## src/rtl/opo_lock_pkg.sv

```systemverilog
// opo_lock_pkg
// Shared definitions for the OPO acquisition/relock controller:
//   - lock_state_t : sequencer state encoding as seen on state_out
//   - width constants matching the default parameterisation
//   - sge          : signed greater-or-equal helper used for the y_in threshold
package opo_lock_pkg;

  localparam int CART_W   = 24;  // lock-in x/y sample width
  localparam int OFFSET_W = 14;  // piezo offset word width
  localparam int COUNT_W  = 16;  // settle/loss/divider counter width
  localparam int RELOCK_W = 8;   // saturating relock counter width
  localparam int STATE_W  = 3;   // state_out width
  localparam int CMP_W    = 64;  // width the signed compare helper works at

  typedef enum logic [STATE_W-1:0] {
    IDLE   = 3'd0,
    SWEEP  = 3'd1,
    SETTLE = 3'd2,
    LOCKED = 3'd3,
    FAULT  = 3'd4
  } lock_state_t;

  // Signed a >= b; callers sign-extend their operands to CMP_W first so one
  // helper serves any CART_LENGTH up to CMP_W.
  function automatic logic sge(input logic signed [CMP_W-1:0] a,
                               input logic signed [CMP_W-1:0] b);
    return (a >= b);
  endfunction

endpackage

```

## src/rtl/opo_lock_sequencer_sweep_gen.sv

```systemverilog
// sweep_gen
// Triangle ramp generator for the piezo offset.
//   clk, rst       : clock, asynchronous active-low reset
//   load           : latch bounds/step/divider, restart at sweep_min going up
//   run            : ramp may advance this cycle (low = offset frozen)
//   tick           : a new lock-in sample arrived (advances the divider)
//   sweep_min/max  : ramp bounds (min > max holds the offset at min)
//   sweep_step     : offset increment per divider expiry
//   step_div       : samples per step, 0 behaves as 1
//   offset         : registered offset command
//   top_flip       : this cycle's step lands on sweep_max and turns the ramp down
module sweep_gen
  import opo_lock_pkg::*;
#(
  parameter int OFFSET_LENGTH = OFFSET_W,
  parameter int COUNT_LENGTH  = COUNT_W
) (
  input  logic                     clk,
  input  logic                     rst,
  input  logic                     load,
  input  logic                     run,
  input  logic                     tick,
  input  logic [OFFSET_LENGTH-1:0] sweep_min,
  input  logic [OFFSET_LENGTH-1:0] sweep_max,
  input  logic [OFFSET_LENGTH-1:0] sweep_step,
  input  logic [COUNT_LENGTH-1:0]  step_div,
  output logic [OFFSET_LENGTH-1:0] offset,
  output logic                     top_flip
);

  localparam int OW = OFFSET_LENGTH;
  localparam int CW = COUNT_LENGTH;
  localparam logic [CW-1:0] DIV_ONE = CW'(1'b1);

  logic [OW-1:0] offset_r;
  logic [OW-1:0] min_r;
  logic [OW-1:0] max_r;
  logic [OW-1:0] step_r;
  logic          dir_up_r;
  logic [CW-1:0] div_cnt_r;
  logic [CW-1:0] div_last_r;

  logic [OW:0]   up_sum_s;
  logic [OW:0]   dn_floor_s;
  logic          inverted_s;
  logic          div_done_s;
  logic          step_now_s;
  logic [OW-1:0] offset_nxt_s;
  logic          dir_up_nxt_s;

  // Next ramp position; sums are one bit wider so neither bound test can wrap.
  always_comb begin
    up_sum_s     = {1'b0, offset_r} + {1'b0, step_r};
    dn_floor_s   = {1'b0, min_r} + {1'b0, step_r};
    inverted_s   = (min_r > max_r);
    div_done_s   = (div_cnt_r == div_last_r);
    step_now_s   = run && tick && div_done_s && !inverted_s;
    offset_nxt_s = offset_r;
    dir_up_nxt_s = dir_up_r;
    top_flip     = 1'b0;
    if (step_now_s) begin
      if (dir_up_r) begin
        if (up_sum_s >= {1'b0, max_r}) begin
          offset_nxt_s = max_r;
          dir_up_nxt_s = 1'b0;
          top_flip     = 1'b1;
        end else begin
          offset_nxt_s = up_sum_s[OW-1:0];
        end
      end else begin
        // Landing exactly on min+step also turns around, mirroring the top
        // bound, so the ramp does not dwell an extra step at sweep_min.
        if ({1'b0, offset_r} <= dn_floor_s) begin
          offset_nxt_s = min_r;
          dir_up_nxt_s = 1'b1;
        end else begin
          offset_nxt_s = offset_r - step_r;
        end
      end
    end else begin
      offset_nxt_s = offset_r;
    end
  end

  // Ramp registers: config latch on load, otherwise advance only while running.
  // The divider holds while frozen, so a resumed sweep keeps its phase.
  always_ff @(posedge clk or negedge rst) begin
    if (!rst) begin
      offset_r   <= {OW{1'b0}};
      min_r      <= {OW{1'b0}};
      max_r      <= {OW{1'b0}};
      step_r     <= {OW{1'b0}};
      dir_up_r   <= 1'b1;
      div_cnt_r  <= {CW{1'b0}};
      div_last_r <= {CW{1'b0}};
    end else if (load) begin
      offset_r   <= sweep_min;
      min_r      <= sweep_min;
      max_r      <= sweep_max;
      step_r     <= sweep_step;
      dir_up_r   <= 1'b1;
      div_cnt_r  <= {CW{1'b0}};
      div_last_r <= (step_div == {CW{1'b0}}) ? {CW{1'b0}} : (step_div - DIV_ONE);
    end else if (run && tick) begin
      offset_r   <= offset_nxt_s;
      dir_up_r   <= dir_up_nxt_s;
      div_cnt_r  <= div_done_s ? {CW{1'b0}} : (div_cnt_r + DIV_ONE);
    end
  end

  assign offset = offset_r;

endmodule

```

## src/rtl/opo_lock_sequencer.sv

```systemverilog
// opo_lock_sequencer
// Acquisition/relock controller for the OPO lock-in chain. Sweeps the piezo
// offset as a triangle until y_in reaches amp_thresh, hands over to the PID,
// waits for the signal to settle, supervises lock and re-sweeps on loss.
// Optional macro OPO_LOCK_SWEEP_TIMEOUT_EN adds sweep_limit and the FAULT state
// (too many full sweeps without capture); without it fault is always 0.
// Ports:
//   clk, rst            : clock, asynchronous active-low reset
//   enable              : run request, 0 forces IDLE
//   x_in, y_in          : signed lock-in error / amplitude samples
//   xy_valid            : one-cycle strobe for new x_in/y_in
//   sweep_min/max/step  : triangle bounds and increment (latched at start)
//   step_div            : samples per sweep step, 0 behaves as 1
//   amp_thresh          : signed capture/hold threshold on y_in
//   settle_len          : in-threshold samples required before LOCKED
//   loss_len            : consecutive low samples declaring loss, 0 behaves as 1
//   sweep_limit         : full sweeps allowed before FAULT (macro only, 0 = off)
//   offset_out          : piezo offset command
//   pid_en, locked      : PID integrator enable, lock achieved
//   state_out           : state encoding (lock_state_t)
//   relock_cnt          : saturating count of lock losses
//   fault               : sweep timeout flag
module opo_lock_sequencer
  import opo_lock_pkg::*;
#(
  parameter int CART_LENGTH   = CART_W,
  parameter int OFFSET_LENGTH = OFFSET_W,
  parameter int COUNT_LENGTH  = COUNT_W,
  parameter int RELOCK_LENGTH = RELOCK_W
) (
  input  logic                          clk,
  input  logic                          rst,
  input  logic                          enable,
  input  logic signed [CART_LENGTH-1:0] x_in,
  input  logic signed [CART_LENGTH-1:0] y_in,
  input  logic                          xy_valid,
  input  logic [OFFSET_LENGTH-1:0]      sweep_min,
  input  logic [OFFSET_LENGTH-1:0]      sweep_max,
  input  logic [OFFSET_LENGTH-1:0]      sweep_step,
  input  logic [COUNT_LENGTH-1:0]       step_div,
  input  logic signed [CART_LENGTH-1:0] amp_thresh,
  input  logic [COUNT_LENGTH-1:0]       settle_len,
  input  logic [COUNT_LENGTH-1:0]       loss_len,
`ifdef OPO_LOCK_SWEEP_TIMEOUT_EN
  input  logic [7:0]                    sweep_limit,
`endif
  output logic [OFFSET_LENGTH-1:0]      offset_out,
  output logic                          pid_en,
  output logic                          locked,
  output logic [STATE_W-1:0]            state_out,
  output logic [RELOCK_LENGTH-1:0]      relock_cnt,
  output logic                          fault
);

  localparam int CL  = CART_LENGTH;
  localparam int NL  = COUNT_LENGTH;
  localparam int RL  = RELOCK_LENGTH;
  localparam int EXT = CMP_W - CART_LENGTH;
  localparam logic [NL:0]   CNT_INC = (NL+1)'(1'b1);
  localparam logic [NL-1:0] CNT_ONE = NL'(1'b1);
  localparam logic [RL-1:0] RLK_ONE = RL'(1'b1);

  lock_state_t         state_r;
  logic                pid_en_r;
  logic                locked_r;
  logic                fault_r;
  logic [RL-1:0]       relock_r;
  logic [NL-1:0]       settle_cnt_r;
  logic [NL-1:0]       loss_cnt_r;
  logic signed [CL-1:0] thresh_r;
  logic [NL-1:0]       settle_len_r;
  logic [NL-1:0]       loss_max_r;

  logic [CMP_W-1:0]    y_ext_s;
  logic [CMP_W-1:0]    thresh_ext_s;
  logic                y_ok_s;
  logic                start_s;
  logic                capture_s;
  logic                sweep_run_s;
  logic [NL:0]         settle_inc_s;
  logic [NL:0]         loss_inc_s;
  logic                top_flip_s;
  logic                unused_s;

`ifdef OPO_LOCK_SWEEP_TIMEOUT_EN
  logic [7:0]          limit_r;
  logic [7:0]          sweep_cnt_r;
  logic [8:0]          sweep_inc_s;
  logic                timeout_s;
`endif

  // Threshold test and per-cycle sequencing decisions.
  always_comb begin
    y_ext_s      = {{EXT{y_in[CL-1]}}, y_in};
    thresh_ext_s = {{EXT{thresh_r[CL-1]}}, thresh_r};
    y_ok_s       = sge(y_ext_s, thresh_ext_s);
    start_s      = enable && (state_r == IDLE);
    capture_s    = (state_r == SWEEP) && xy_valid && y_ok_s;
    // A capturing sample freezes the ramp even if the divider expires with it.
    sweep_run_s  = enable && (state_r == SWEEP) && !capture_s;
    settle_inc_s = {1'b0, settle_cnt_r} + CNT_INC;
    loss_inc_s   = {1'b0, loss_cnt_r} + CNT_INC;
  end

`ifdef OPO_LOCK_SWEEP_TIMEOUT_EN
  // A full sweep is one turnaround at sweep_max; limit 0 disables the timeout.
  always_comb begin
    sweep_inc_s = {1'b0, sweep_cnt_r} + 9'd1;
    timeout_s   = top_flip_s && (limit_r != 8'd0) && (sweep_inc_s >= {1'b0, limit_r});
  end

  // Full-sweep counter, cleared whenever the ramp restarts or captures.
  always_ff @(posedge clk or negedge rst) begin
    if (!rst) begin
      limit_r     <= 8'd0;
      sweep_cnt_r <= 8'd0;
    end else if (!enable || capture_s) begin
      sweep_cnt_r <= 8'd0;
    end else if (start_s) begin
      limit_r     <= sweep_limit;
      sweep_cnt_r <= 8'd0;
    end else if ((state_r == SWEEP) && top_flip_s) begin
      sweep_cnt_r <= sweep_inc_s[7:0];
    end
  end

  assign unused_s = ^x_in;
`else
  // x_in feeds the PID downstream, and top_flip only matters for the timeout.
  assign unused_s = ^{x_in, top_flip_s};
`endif

  // Sequencer FSM with registered outputs; enable=0 overrides every state.
  always_ff @(posedge clk or negedge rst) begin
    if (!rst) begin
      state_r      <= IDLE;
      pid_en_r     <= 1'b0;
      locked_r     <= 1'b0;
      fault_r      <= 1'b0;
      relock_r     <= {RL{1'b0}};
      settle_cnt_r <= {NL{1'b0}};
      loss_cnt_r   <= {NL{1'b0}};
      thresh_r     <= {CL{1'b0}};
      settle_len_r <= {NL{1'b0}};
      loss_max_r   <= {NL{1'b0}};
    end else if (!enable) begin
      state_r      <= IDLE;
      pid_en_r     <= 1'b0;
      locked_r     <= 1'b0;
      fault_r      <= 1'b0;
      settle_cnt_r <= {NL{1'b0}};
      loss_cnt_r   <= {NL{1'b0}};
    end else begin
      case (state_r)
        IDLE: begin
          state_r      <= SWEEP;
          pid_en_r     <= 1'b0;
          locked_r     <= 1'b0;
          thresh_r     <= amp_thresh;
          settle_len_r <= settle_len;
          loss_max_r   <= (loss_len == {NL{1'b0}}) ? CNT_ONE : loss_len;
        end
        SWEEP: begin
          pid_en_r <= 1'b0;
          locked_r <= 1'b0;
          if (capture_s) begin
            state_r      <= SETTLE;
            pid_en_r     <= 1'b1;
            settle_cnt_r <= {NL{1'b0}};
          end
`ifdef OPO_LOCK_SWEEP_TIMEOUT_EN
          else if (timeout_s) begin
            state_r <= FAULT;
            fault_r <= 1'b1;
          end
`endif
        end
        SETTLE: begin
          pid_en_r <= 1'b1;
          if (settle_len_r == {NL{1'b0}}) begin
            state_r    <= LOCKED;
            locked_r   <= 1'b1;
            loss_cnt_r <= {NL{1'b0}};
          end else if (xy_valid) begin
            if (!y_ok_s) begin
              state_r      <= SWEEP;
              pid_en_r     <= 1'b0;
              settle_cnt_r <= {NL{1'b0}};
            end else if (settle_inc_s >= {1'b0, settle_len_r}) begin
              state_r      <= LOCKED;
              locked_r     <= 1'b1;
              settle_cnt_r <= {NL{1'b0}};
              loss_cnt_r   <= {NL{1'b0}};
            end else begin
              settle_cnt_r <= settle_inc_s[NL-1:0];
            end
          end
        end
        LOCKED: begin
          pid_en_r <= 1'b1;
          locked_r <= 1'b1;
          if (xy_valid) begin
            if (y_ok_s) begin
              loss_cnt_r <= {NL{1'b0}};
            end else if (loss_inc_s >= {1'b0, loss_max_r}) begin
              state_r    <= SWEEP;
              pid_en_r   <= 1'b0;
              locked_r   <= 1'b0;
              loss_cnt_r <= {NL{1'b0}};
              if (relock_r != {RL{1'b1}}) begin
                relock_r <= relock_r + RLK_ONE;
              end
            end else begin
              loss_cnt_r <= loss_inc_s[NL-1:0];
            end
          end
        end
        FAULT: begin
          pid_en_r <= 1'b0;
          locked_r <= 1'b0;
          fault_r  <= 1'b1;
        end
        default: begin
          state_r  <= IDLE;
          pid_en_r <= 1'b0;
          locked_r <= 1'b0;
          fault_r  <= 1'b0;
        end
      endcase
    end
  end

  sweep_gen #(
    .OFFSET_LENGTH (OFFSET_LENGTH),
    .COUNT_LENGTH  (COUNT_LENGTH)
  ) u_sweep_gen (
    .clk        (clk),
    .rst        (rst),
    .load       (start_s),
    .run        (sweep_run_s),
    .tick       (xy_valid),
    .sweep_min  (sweep_min),
    .sweep_max  (sweep_max),
    .sweep_step (sweep_step),
    .step_div   (step_div),
    .offset     (offset_out),
    .top_flip   (top_flip_s)
  );

  assign pid_en     = pid_en_r;
  assign locked     = locked_r;
  assign fault      = fault_r;
  assign state_out  = state_r;
  assign relock_cnt = relock_r;

endmodule
```

## config.mk

```make
export PLATFORM = sky130hd
export DESIGN_NAME = opo_lock_sequencer
export DESIGN_NICKNAME = d
export VERILOG_FILES = /design/src/rtl/opo_lock_pkg.sv /design/src/rtl/opo_lock_sequencer_sweep_gen.sv /design/src/rtl/opo_lock_sequencer.sv
export SDC_FILE = /design/constraint.sdc
export NUM_CORES = 1
export LEC_CHECK = 0
export BUFFER_PORTS_ARGS = -buffer_cell sky130_fd_sc_hd__buf_2
export CORE_MARGIN = 2
export CORE_UTILIZATION = 57
export CTS_CLUSTER_DIAMETER = 120
export DETAILED_ROUTE_END_ITERATION = 10
export GPL_TIMING_DRIVEN = 0
export PLACE_DENSITY = 0.8
export SLEW_MARGIN = 20
export SYNTH_ARGS = -nofsm -noshare
export SYNTH_HDL_FRONTEND = slang
export SYNTH_SLANG_ARGS = --single-unit
```

## constraint.sdc

```tcl
create_clock -name clk -period 7.6 [get_ports clk]
set_input_delay 2.28 -clock clk [delete_from_list [all_inputs] [get_ports clk]]
set_output_delay 2.28 -clock clk [all_outputs]
set_load 0.05 [all_outputs]
```

==> results of run 1 <==
==> synth_stat cells, drive strengths merged, types with 24 or more instances <==
library cell,number
dfrtp,188
o21ai,173
clkbuf,43
nand4,29
nand2,208
nor3,24
a21oi,70
mux2i,38
nor2,61
inv,119
nand3,41
ha,144
xnor2,67
xor2,24
and3,30
==> final cells by class <==
cell class	count	area, sq um	share of cell area
inverters	119	446.7	0.02930
diodes	1	2.502	0.0001642
plain buffers	62	275.3	0.01806
flip-flops and latches	189	4731	0.3104
well taps	313	391.6	0.02569
repair buffers	168	895.9	0.05877
clock inverters	15	180.2	0.01182
multi-input cells	1156	7895	0.5179
clock buffers	17	425.4	0.02791
==> cell usage in the layout, fill, tap and decap left out, drive strengths merged, types with 7 or more instances in the layout <==
| cell | Yosys | routed |
|---|---|---|
| nand3b | 10 | 10 |
| a22o | 8 | 8 |
| o211ai | 7 | 7 |
| clkbuf | 43 | 60 |
| ha | 144 | 144 |
| o21a | 11 | 11 |
| nand3 | 41 | 41 |
| o31ai | 16 | 16 |
| a21oi | 70 | 70 |
| nor2 | 61 | 61 |
| xnor2 | 67 | 67 |
| o21ai | 173 | 173 |
| inv | 119 | 124 |
| a211oi | 9 | 9 |
| dfrtp | 188 | 188 |
| and3 | 30 | 30 |
| mux2i | 38 | 38 |
| nor2b | 20 | 20 |
| a31oi | 10 | 10 |
| xor2 | 24 | 24 |
| a21o | 11 | 11 |
| nand4 | 29 | 29 |
| and2 | 9 | 9 |
| nand2 | 208 | 208 |
| nor4 | 17 | 17 |
| or3 | 12 | 12 |
| buf | 19 | 187 |
| nor3 | 24 | 24 |
| a2111oi | 8 | 8 |
| nand2b | 22 | 22 |
==> layer usage <==
layer  wire (um)  track usage  vias up
li1            -            -     5739
met2       17470       0.5246      409
met1       16140       0.4130     5754
met4         894      0.09917        2
met3        2406      0.04681       62
met5          13            0        -
==> stage by stage <==
| stage | instance area (sq um) | setup slack [ns] | util |
|---|---|---|---|
| floorplan | 13340 | 2.940 | - |
| global placement | 14560 | 1.081 | 0.6394 |
| detailed placement | 14640 | 2.278 | 0.6425 |
| CTS | 15240 | 2.543 | 0.6691 |
| global route | 15240 | 2.020 | 0.6691 |
| finish | 15240 | 2.398 | 0.6692 |
==> where the power goes <==
group | switching, mW | leakage [nW] | internal (mW)
clock | 0.442 | 0.291 | 0.497
sequential | 0.283 | 2.42 | 1.33
combinational | 2.44 | 4.67 | 1.62
total | 3.16 | 7.38 | 3.45
==> registers in the layout (all words and copies together), names as in the netlist <==
register	cells
locked	1
loss_cnt_r	16
loss_max_r	16
pid_en	1
relock_cnt	8
settle_cnt_r	16
settle_len_r	16
state_out	2
thresh_r	24
u_sweep_gen.dir_up_r	1
u_sweep_gen.div_cnt_r	16
u_sweep_gen.div_last_r	16
u_sweep_gen.max_r	14
u_sweep_gen.min_r	14
u_sweep_gen.offset	14
u_sweep_gen.step_r	14
==> cells by family (layout without fill, tap and decap cells) <==
logic type | Yosys count | count (layout) | synth area share
and+or+nand+nor | 502 | 502 | 0.1861
AOI/OAI and AO/OA | 373 | 373 | 0.1744
DFF | 189 | 189 | 0.3547
buffers and inverters | 181 | 381 | 0.05413
adders and majority gates | 147 | 147 | 0.1396
xor gates and xnor gates | 91 | 91 | 0.05976
muxes | 41 | 41 | 0.03105
other | 1 | 3 | 0.0002812
==> critical path, delay by kind of cell, from the launching register on <==
family                   cells  cell delay, ns
XOR/XNOR                     1            0.25
AO/OA/AOI/OAI                8            2.15
adder cells (fa/ha/maj)      2            0.54
buffers and inverters        2            0.55
flip-flops                   1            0.44
AND/OR/NAND/NOR              5            1.18
==> worst max path at each step <==
| stage | end | from | slack (ns) | depth (start not counted) |
|---|---|---|---|---|
| finish | loss_cnt_r[13] | settle_cnt_r[0] | 2.40 | 18 |
| global route | loss_cnt_r[3] | settle_cnt_r[0] | 2.02 | 18 |
| CTS | u_sweep_gen.offset[8] | u_sweep_gen.step_r[0] | 2.54 | 22 |
| detailed placement | u_sweep_gen.offset[8] | y_in[19] | 2.28 | 12 |
| global placement | u_sweep_gen.div_last_r[8] | rst | 1.08 | 1 |
| floorplan | u_sweep_gen.dir_up_r | y_in[1] | 2.94 | 11 |
==> results.md, run 1 <==
- Status: finished, final reports clean
- Top area cells in the synthesized netlist: dfrtp_1 (35%), ha_1 (14%), nand2_1 (5.9%)
- Core region area: 22780 sq um
- Synth Area per Inst: 8.746 sq um
- Hold-fix buffer count after cts: 0
- Max-slew violation count: 0
- Via count: 11966
- Register area share after synthesis: 0.3547
- Sink Count: 189
- Die width: 157.0 um
- Worst path max stage delay: 0.59 ns
- Worst setup SP type: register
- Async S/R FF share, synth: 1.000
- Final ANT Viol Nets: 0
- Clock Root Buffer: clkbuf_16
- Top cell type's share of synthesized area: 0.3527
- Post-Synthesis Cells: 1525
- CP required: 7.95 ns
- Worst Hold Class: register to register
- Actual slew at the worst max-slew pin: 0.9552 ns
- Synth cell types: 80
- # DRC: 0
- CTS resizes: 0
- Number of global-route vias before repair: 12000
- Initial antenna violation count: 2
- Worst IR Drop VDD: 255.0 uV
- Hold Fails Final Rpt: 0
- Slew HR: 0.3632
- Final setup violation count: 0
- Ports: 194
- Final min period: 5.202 ns
- Clk Latency, worst-skew pair: 0.45 ns
- Worst R2R Setup Slack: 2.40 ns
- Clock-pin slew on the worst setup and hold paths: 0.08 ns
- Yosys Warn Count: 0
- WL per Instance: 18.10 um
- Final Skew: 0.01150 ns
- Global-route wire length before repair: 60280 um
- Initial Utilization: 0.5856
- Worst EP arrival: 5.55 ns
- Area leader, netlist: dfrtp_1
- Fmax: 192.2 MHz
- H-tree Lvls: 4
- Pin count of the biggest net entering global routing: 74
- GRT Total Usage: 0.3111
- Reg-to-Reg End: loss_cnt_r[13]
- Fin crit share: 0.6844
- Rows: 55
- PwrDens: 433.4 nW/um^2
- Worst hold endpoint: u_sweep_gen.div_last_r[3]
- Placer Congestion: 0.9676
- PortBufs: 166
- R2r startpoint: settle_cnt_r[0]
- # fillers: 1871
- Layout area overhead: 14.29%
- Leak: 7.382 nW
- Initial DRC count: 757
- Share of cells above drive strength 1: 0.1454
- Hold_sp: u_sweep_gen.div_last_r[3]
- Post-Route WL: 36930 um
- Gr ovfl total: 0
- Kind of critical path: register to register
- Prevailing post-synth register cell: dfrtp_1
- Hold WS: 0.4992 ns
- CTS buffer count: 17
- Final Non-Filler Cells: 2040
- Most frequent cell on the critical path: and3_1
- Post-Synthesis Cell Area: 13340 sq um
- Die ar.: 24640 sq um
- Slowest CP cell: a2111oi_0
- Worst Hold Path Cells: 1
- Setup bufs post-CTS: 0
- Critical Path Fanout Max: 10
- Nets: 2026
- Post-synth EDFFs: 0
- Setup TNS Final: 0 ns
- Die height: 157.0 um
- Post-DP HPWL: 28220 um
- Crit-path cells: ha_1 > inv_1 > nor3_1 > and3_1 > and3_1 > and3_1 > xor2_1 > ha_1 > a21oi_1 > o21ai_0 > a2111oi_0 > a21oi_1 > o31ai_1 > a211oi_1 > o21ai_1 > clkbuf_1 > nand2_1 > o21ai_0
- Vias per cell: 5.866
- TritonCTS clock tree: yes
- Total power: 6.607 mW
- Clock Path Buffers: 2
- Critical Path End Type: register
- Worst r2r path cells: 18
- Placed insts: 2007
- RSZ-0062 raised after global routing: no
- Post-synthesis register bit count: 189
- Drt first pass iters: 5
- Max-cap violations: 0
Power figures use the tool's default switching activity.
==> inputs of run 2 (changes only) <==
- clock period: 7.6 -> 4.8 ns (I/O delays scaled with it)
==> run 2 against run 1 <==
Cell count rose by 0.49%. Core utilization is 0.83 points higher. Critical path depth rose by 1. Power up 65%. First-iteration DRC count increased by 3.8%. Non-clock buffer count grew 10. Setup slack got worse by 2.3 ns. Clock power rose by 59%. Sequential power increased by 58%. Combinational power rose by 69%.
==> results.md, run 2 (synthesis gave the netlist of run 1 again) <==
- Final setup violation count: 0 (unchanged)
- Sw Ratio: 0.4746 (-0.003773)
- Internal power: 5.736 mW (+66%)
- Initial antenna violation count: 2 (unchanged)
- Max-cap violations: 0 (unchanged)
- Ports: 194 (unchanged)
- GRT Total Usage: 0.3107 (-0.0003569)
- Worst IR Drop VDD: 406.9 uV (+60%)
- Slew HR: 0.3639 (+0.0006940)
- NetSw: 5.180 mW (+64%)
- Fin crit share: 0.9712 (+0.2868)
- H-tree Lvls: 4 (unchanged)
- Gate power share: 0.630 (+0.016)
- Core region area: 22780 sq um (unchanged)
- Pin count of the biggest net entering global routing: 74 (unchanged)
- Hold-fix buffer count after cts: 0 (unchanged)
- Rows: 55 (unchanged)
- CTS buffer count: 17 (unchanged)
- Most common cell after layout, fill and taps aside: nand2_1
- Hold Fails Final Rpt: 0 (unchanged)
- Biggest register: thresh_r
- Fmax: 214.5 MHz (+12%)
- Critical Path Fanout Max: 5 (-5)
- Worst R2R Setup Slack: 0.14 ns (-2.26 ns)
- Actual slew at the worst max-slew pin: 0.9542 ns (-0.001042 ns)
- Global-route wire length before repair: 60220 um (about the same)
- Worst setup SP type: register
- Die height: 157.0 um (unchanged)
- Sequential power share: 0.234 (-0.009)
- # DRC: 0 (unchanged)
- Final Skew: 0.01069 ns (-0.0008090 ns)
- Nets: 2036 (+0.49%)
- Status: finished, final reports clean
- Number of flip-flops in the largest register: 24 (unchanged)
- Die ar.: 24640 sq um (unchanged)
- Core Util, Final: 0.6776 (+0.008349)
- Leak: 7.455 nW (+0.99%)
- Final Non-Filler Cells: 2050 (+0.49%)
- Clock Power Share: 0.136 (-0.006)
- Placer Congestion: 0.9676 (unchanged)
- # fillers: 1841 (-1.6%)
- Share of cells above drive strength 1: 0.1624 (+0.01702)
- Vias per cell: 5.877 (+0.19%)
- PortBufs: 166 (unchanged)
- CP required: 5.09 ns (-2.86 ns)
- Via count: 12047 (+0.68%)
- Initial DRC count: 786 (+3.8%)
- Drt first pass iters: 5 (unchanged)
- Kind of critical path: register to register
- Worst EP arrival: 4.95 ns (-0.60 ns)
- Post-Route WL: 37360 um (+1.2%)
- Layout area overhead: 15.71%
- Worst Hold Class: register to register
- Clk Latency, worst-skew pair: 0.45 ns (about the same)
- Placed insts: 2007 (unchanged)
- Final ANT Viol Nets: 0 (unchanged)
- Post-DP HPWL: 28220 um (unchanged)
- Most frequent cells in the layout: nand2_1 (208), dfrtp_1 (186), buf_2 (175)
- Sink Count: 189 (unchanged)
- Die width: 157.0 um (unchanged)
- Clock Root Buffer: clkbuf_16
- Final min period: 4.662 ns (-0.5397 ns)
- Gr ovfl total: 0 (unchanged)
- Clock-pin slew on the worst setup and hold paths: 0.07 ns (about the same)
- Critical Path End Type: register
- TritonCTS clock tree: yes
- Initial Utilization: 0.5856 (unchanged)
- Max-slew violation count: 0 (unchanged)
- PwrDens: 707.3 nW/um^2 (+63%)
- Clock Path Buffers: 2 (unchanged)
- WL per Instance: 18.23 um (+0.68%)
- Number of global-route vias before repair: 12039 (+0.33%)
-- run 2: cell type report --
type	instances	area, sq um	area share
flip-flops and latches	189	4733	0.3067
clock buffers	17	425.4	0.02756
plain buffers	59	276.5	0.01792
inverters	119	446.7	0.02894
multi-input cells	1156	7984	0.5173
clock inverters	15	180.2	0.01167
diodes	1	2.502	0.0001621
repair buffers	181	993.5	0.06437
well taps	313	391.6	0.02537
-- run 2: worst paths after layout --
path / start / to / depth (start not counted)
min in group asynchronous: rst / thresh_r[13] / 1
max: u_sweep_gen.step_r[0] / u_sweep_gen.offset[8] / 19
max in group asynchronous: rst / u_sweep_gen.dir_up_r / 2
max reg2reg: u_sweep_gen.step_r[0] / u_sweep_gen.offset[8] / 19
min reg2reg: u_sweep_gen.div_last_r[3] / u_sweep_gen.div_last_r[3] / 1
min: u_sweep_gen.div_last_r[3] / u_sweep_gen.div_last_r[3] / 1
-- run 2: metrics by stage --
stage          hold slack, ns  power, mW  instance area, sq um  setup WS (ns)  setup TNS (ns)
2_1_floorplan          0.4497      7.175                 13340         0.3644               0
3_3_place_gp           0.4817      8.628                 14560        -0.8787         -161.02
5_1_grt                0.5156      11.73                 15430       -0.03381         -0.1472
6_report               0.4989      10.92                 15430         0.1380               0
4_1_cts                0.5010      10.42                 15270        0.02740               0
3_5_place_dp           0.4861      8.832                 14640        -0.2325          -2.807
-- run 2: power by group through the flow --
stage / sequential [mW] / combinational [mW] / clock, mW
floorplan: 2.63 / 4.55 / 0
detailed placement: 2.55 / 6.28 / 0
global route: 2.60 / 7.57 / 1.56
finish: 2.55 / 6.88 / 1.49
CTS: 2.53 / 6.39 / 1.49
global placement: 2.54 / 6.09 / 0
-- run 2: per-layer routing --
metal | track usage | routed length (um)
met5 | 0 | 13
met4 | 0.1040 | 1020
met3 | 0.04736 | 2402
met2 | 0.5217 | 17790
met1 | 0.4121 | 16130
-- run 2: timing repair --
item,in CTS,in global routing
gates cloned,0,2
endpoints found under the setup margin,20,45
resized for setup,6,25
pin swaps,2,9
buffers inserted,3,8
-- run 2: worst max-delay path: stages (launching register included) --
cell	delay (ns)
dfrtp_2	0.45
ha_1	0.22
fa_1	0.40
nand2b_1	0.15
a221oi_2	0.10
o21ai_1	0.23
o211ai_1	0.18
a221oi_2	0.32
xor2_1	0.26
ha_1	0.29
a21oi_1	0.16
nor2b_1	0.06
a2111oi_1	0.28
o21ai_1	0.15
a311oi_2	0.40
clkbuf_8	0.25
mux2i_1	0.22
mux2i_1	0.11
mux2i_1	0.20
o21ai_1	0.08
